### src/rtl/usb_phy_tx.sv
// usb_phy_tx: USB transmit serializer (SYNC, NRZI, bit stuffing, EOP) with a
// configurable bit period. Define USB_TX_ABORT_EN to add the tx_abort path.
module usb_phy_tx #(
  parameter int DATA_WIDTH = 8,
  parameter int BIT_CYCLES = 2,
  parameter bit LOW_SPEED  = 1'b0
) (
  input  logic                  clk,
  input  logic                  reset_n,
  output logic [1:0]            d_o,
  output logic                  d_en,
  input  logic [DATA_WIDTH-1:0] data,
  input  logic                  valid,
  input  logic                  valid_h,
  output logic                  ready,
  output logic                  tx_active
`ifdef USB_TX_ABORT_EN
  ,
  input  logic                  tx_abort
`endif
);

  localparam int CW = (BIT_CYCLES > 2) ? $clog2(BIT_CYCLES) : 1;
  localparam logic [CW-1:0] CNT_LAST = CW'(BIT_CYCLES - 1);
  localparam logic [1:0] LINE_J   = LOW_SPEED ? 2'b01 : 2'b10;
  localparam logic [1:0] LINE_K   = LOW_SPEED ? 2'b10 : 2'b01;
  localparam logic [1:0] LINE_SE0 = 2'b00;

`ifdef USB_TX_ABORT_EN
  typedef enum logic [2:0] {IDLE, SYNC, DATA, STUFF, EOP_SE0, EOP_J, ABORT} state_t;
  logic abort_req, abort_n;
`else
  typedef enum logic [2:0] {IDLE, SYNC, DATA, STUFF, EOP_SE0, EOP_J} state_t;
`endif

  state_t                  state, state_n;
  logic [CW-1:0]           cnt, cnt_n;
  logic [2:0]              bcnt, bcnt_n;
  logic [2:0]              ones, ones_n;
  logic [4:0]              left, left_n;
  logic [DATA_WIDTH-1:0]   shreg, shreg_n;
  logic [1:0]              line_n;
  logic                    den_n, ready_n, strobe, send, bit_v;

  function automatic logic [1:0] nrzi_toggle(input logic [1:0] l);
    return (l == LINE_J) ? LINE_K : LINE_J;
  endfunction

  assign strobe = (cnt == CNT_LAST);

  always_comb begin
    state_n = state;
    line_n  = d_o;
    den_n   = d_en;
    ready_n = 1'b0;
    cnt_n   = strobe ? '0 : cnt + 1'b1;
    bcnt_n  = bcnt;
    ones_n  = ones;
    left_n  = left;
    shreg_n = shreg;
    send    = 1'b0;
    bit_v   = 1'b0;
`ifdef USB_TX_ABORT_EN
    abort_n = abort_req | (tx_abort && (state == SYNC || state == DATA));
`endif
    case (state)
      IDLE: begin
        cnt_n  = '0;
        line_n = LINE_J;
        den_n  = 1'b0;
        bcnt_n = 3'd0;
        ones_n = 3'd0;
        left_n = 5'd0;
`ifdef USB_TX_ABORT_EN
        abort_n = 1'b0;
`endif
        if (valid) begin
          state_n = SYNC;
          line_n  = LINE_K;
          den_n   = 1'b1;
        end
      end
      SYNC, DATA, STUFF: if (strobe) begin
`ifdef USB_TX_ABORT_EN
        if (abort_n) begin
          state_n = ABORT;
          bcnt_n  = 3'd0;
          abort_n = 1'b0;
        end else
`endif
        if (state == SYNC && bcnt != 3'd7) begin
          // SYNC is seven 0s then a 1; that final 1 seeds the stuffing count
          bcnt_n = bcnt + 3'd1;
          if (bcnt == 3'd6) ones_n = 3'd1;
          else              line_n = nrzi_toggle(d_o);
        end else if (ones == 3'd6) begin
          state_n = STUFF;
          line_n  = nrzi_toggle(d_o);
          ones_n  = 3'd0;
        end else if (left != 5'd0) begin
          state_n = DATA;
          send    = 1'b1;
          bit_v   = shreg[0];
          shreg_n = shreg >> 1;
          left_n  = left - 5'd1;
        end else if (valid) begin
          state_n = DATA;
          ready_n = 1'b1;
          send    = 1'b1;
          bit_v   = data[0];
          shreg_n = data >> 1;
          left_n  = (DATA_WIDTH == 16 && valid_h) ? 5'd15 : 5'd7;
        end else begin
          state_n = EOP_SE0;
          line_n  = LINE_SE0;
          bcnt_n  = 3'd0;
        end
      end
      EOP_SE0: if (strobe) begin
        if (bcnt == 3'd1) begin
          state_n = EOP_J;
          line_n  = LINE_J;
        end else begin
          bcnt_n = bcnt + 3'd1;
        end
      end
      EOP_J: if (strobe) begin
        state_n = IDLE;
        den_n   = 1'b0;
        line_n  = LINE_J;
      end
`ifdef USB_TX_ABORT_EN
      // Seven held bit periods: an intentional stuffing violation
      ABORT: if (strobe) begin
        if (bcnt == 3'd6) begin
          state_n = EOP_SE0;
          line_n  = LINE_SE0;
          bcnt_n  = 3'd0;
        end else begin
          bcnt_n = bcnt + 3'd1;
        end
      end
`endif
      default: state_n = IDLE;
    endcase
    if (send) begin
      line_n = bit_v ? d_o : nrzi_toggle(d_o);
      ones_n = bit_v ? ones + 3'd1 : 3'd0;
    end
  end

  always_ff @(posedge clk or negedge reset_n) begin
    if (!reset_n) begin
      state     <= IDLE;
      cnt       <= '0;
      bcnt      <= 3'd0;
      ones      <= 3'd0;
      left      <= 5'd0;
      d_o       <= LINE_J;
      d_en      <= 1'b0;
      ready     <= 1'b0;
      tx_active <= 1'b0;
`ifdef USB_TX_ABORT_EN
      abort_req <= 1'b0;
`endif
    end else begin
      state     <= state_n;
      cnt       <= cnt_n;
      bcnt      <= bcnt_n;
      ones      <= ones_n;
      left      <= left_n;
      d_o       <= line_n;
      d_en      <= den_n;
      ready     <= ready_n;
      tx_active <= den_n;
`ifdef USB_TX_ABORT_EN
      abort_req <= abort_n;
`endif
    end
  end

  always_ff @(posedge clk) begin
    shreg <= shreg_n;
  end

endmodule
### config.mk
export PLATFORM = sky130hd
export DESIGN_NAME = usb_phy_tx
export DESIGN_NICKNAME = d
export VERILOG_FILES = /design/src/rtl/usb_phy_tx.sv
export SDC_FILE = /design/constraint.sdc
export NUM_CORES = 1
export LEC_CHECK = 0
export ABC_AREA = 1
export BUFFER_PORTS_ARGS = -buffer_cell sky130_fd_sc_hd__buf_4
export CORE_MARGIN = 8
export CORE_UTILIZATION = 45
export CTS_CLUSTER_SIZE = 12
export DETAILED_ROUTE_END_ITERATION = 10
export GPL_TIMING_DRIVEN = 0
export HOLD_SLACK_MARGIN = 0.06
export SLEW_MARGIN = 20
export SYNTH_ARGS = -nofsm -noshare
export SYNTH_HDL_FRONTEND = slang
export SYNTH_SLANG_ARGS = --single-unit
### constraint.sdc
create_clock -name clk -period 4 [get_ports clk]
set_input_delay 0.8 -clock clk [delete_from_list [all_inputs] [get_ports clk]]
set_output_delay 0.8 -clock clk [all_outputs]
set_load 0.1 [all_outputs]
==> summary.txt <==
Clock network
  • TritonCTS clock tree: yes
  • Clock buffer depth: 2
  • H-tree depth: 1
  • Inserted Clock Buffers: 3
  • Total clock sinks: 26
  • Root buf cell: clkbuf_4
  • Worst skew pair latency: 0.33 ns
  • Post-cts sizing count: 0
  • CTS Hold Bufs: 0
  • Number of setup buffers added after CTS: 0
  • Clock slew seen by the registers of the worst setup and hold paths: about 0.15 ns

Place
  • Buffers on Ports: 15
  • HPWL Detailed: roughly 2500 um
  • Gpl congestion: 0.9378

Synthesis
  • Register area share after synthesis: 0.4361
  • Area contributors post-synth: dfrtp_1 (29%), nand2_1 (16%), edfxtp_1 (13%), ha_1 (6.4%), inv_1 (5.5%)
  • Post-synth top area share: 0.2859
  • Post-synthesis mux area share: 0
  • Yosys warnings: 0
  • Net Count, Synth: 229
  • Largest family of logic cells by synthesized area: simple AND/OR/NAND/NOR gates
  • Post-synthesis xor/xnor area fraction: 0.01668
  • Synth Area in Simple Gates: 0.3264
  • Netlist Area Pre-Place: roughly 1600 sq um
  • Number of synthesized register bits: 26
  • Adder-cell area share of the yosys netlist: 0.06354
  • Syn_area_per_cell: about 7.5 sq um
  • Synthesized instance count: approximately 210
  • Post-synth cell types: 26
  • Top cell type by total area after synthesis: dfrtp_1
  • Compound-gate portion of the synthesized area: 0.08102

Drt
  • Iter 0 DRT Violations: 74
  • Routed length per instance: 12.16 um
  • Pre-antenna DRT Iters: 4
  • Post-Route WL: between 3000 and 4000 um
  • Vias per cell: 4.967
  • Detail Route Antenna Nets: 0
  • Routed vias: 1361
  • DRC violations left: 0

Global route
  • GRT Total Usage: 0.1254
  • First-pass GRT wire length: approximately 5500 um
  • Congestion Overflow GR: 0
  • Vias in the first global route: approximately 1300
  • Largest net degree at the start of global routing: 20
  • Initial antenna violation count: 0

Timing
  • RSZ-0062 raised after global routing: false
  • Maximum operating frequency: 505.7 MHz
  • Setup Skew: 0.009110 ns
  • Final setup violating endpoints: 0
  • Max-slew violation count: 0
  • Max-slew headroom: 0.7056
  • Final Hold Violating Endpoints: 0
  • Hold Slack: 0.3240 ns
  • Slew @ Worst Pin: 0.4416 ns
  • Fin crit period: between 1.5 and 2 ns
  • Period utilization: 0.4943
  • Setup TNS: 0 ns

Pwr
  • Power per cell area: a little under 900 nW/um^2
  • Max VDD drop: 498.6 uV
  • Leak: 0.0009255 uW

Setup path
  • Arr. time, crit path: 1.18 ns
  • CP top delay family: flip-flops
  • CP Max Fanout: 3
  • Critical Path End Type: output pin
  • Data required, critical path: 3.20 ns
  • Critical-path cell list: buf_4
  • CP max stage cell: dfstp_2
  • Startpoint Class: flop
  • Buf/Inv on CP: 1
  • Crit path largest cell delay: 0.56 ns
  • Setup CP Type: flop to output pin

Die
  • Die area: 5650 sq um
  • Initial Utilization: 0.4684
  • Num rows: 21
  • Io pins: 17
  • Placeable Area: roughly 3400 sq um
  • DIE WIDTH: 75.17 um
  • Chip height: ~75 um

Finish
  • Ant diodes: 0
  • Layout cells sized above 1: 0.1579
  • Layout area overhead: 14.14%
  • Most common cell after layout, fill and taps aside: nand2_1
  • Commonest non-fill, non-tap cells in the layout: nand2_1 (69), inv_1 (23), nor2_1 (21)
  • Layout net count: 249

Run status
  • Outcome: finished clean

Worst hold path
  • Worst min-delay path class: input pin to async pin

Job
  • Max_cap viols: 0
-- where the power goes --
part	internal (uW)	total, uW	switching, uW
clock	101	181	79.6
combinational	284	967	684
sequential	396	459	63.6
total	781	1610	827
-- per-layer routing --
layer  vias up  global-route usage  part of all wire
met4         0             0.04264             0.017
met3         7             0.02397             0.049
met1       627              0.1500              0.45
met2        30              0.2179              0.48
met5         -                   0                 0
li1        697                   -                 -
-- through the flow --
step                power [uW]  utilization  area (sq um)  worst slack (ns)  std cells
floorplan                 1230            -          1575             1.860        209
global placement          1413       0.5190          1745             2.009        270
detailed placement        1439       0.5190          1745             1.981        270
CTS                       1627       0.5346          1798             2.005        274
global route              1757       0.5346          1798             1.959        274
finish                    1607       0.5346          1798             2.023        274
-- flip-flops by register name (all words and copies together) (netlist names) --
name	flops
ones	3
d_o	2
shreg	7
tx_active	1
bcnt	3
state	3
cnt	1
left	5
ready	1
-- cells by family (layout without fill, tap and decap cells) --
group,count (synthesis),after routing
and+or+nand+nor,117,117
buffers and inverters,30,49
DFF,26,26
AOI/OAI and AO/OA,25,25
adders and majority gates,8,8
xor gates and xnor gates,3,3
-- worst paths after layout --
path | slack, ns | start | cells after the start | endpoint
setup / recovery | 2.02 | d_o[1] | 1 | d_o[1]
hold / removal | 0.32 | reset_n | 1 | ready
setup reg to reg | 2.12 | bcnt[0] | 11 | d_o[0]
hold reg to reg | 0.49 | d_o[1] | 2 | d_o[1]
max in group asynchronous | 3.41 | reset_n | 1 | d_o[1]
min in group clk | 0.49 | d_o[1] | 2 | d_o[1]
-- synthesized netlist by cell type --
cell / count
inv_2: 3
xor2_1: 1
nand2_2: 4
nor2_4: 3
nand2_1: 69
o21ai_0: 12
clkinv_1: 1
o21ai_1: 5
or2_2: 1
nand4_2: 1
nand3_2: 1
inv_1: 23
nor2_1: 21
xnor2_1: 2
dfrtp_1: 18
clkbuf_1: 1
nand4_1: 2
edfxtp_1: 7
nand3_1: 11
o31ai_1: 1
a21oi_1: 7
buf_4: 2
nor2_2: 1
nor3_1: 3
ha_1: 8
dfstp_2: 1
-- layout make-up --
| type | instances | area, sq um |
|---|---|---|
| multi-input cells | 153 | 768.2 |
| flip-flops and latches | 26 | 686.9 |
| plain buffers | 3 | 18.77 |
| clock buffers | 3 | 22.52 |
| repair buffers | 15 | 112.6 |
| clock inverters | 1 | 30.03 |
| inverters | 27 | 101.3 |
| well taps | 46 | 57.56 |
| fillers | 363 | 1565 |
(Power assumes the default switching activity.)
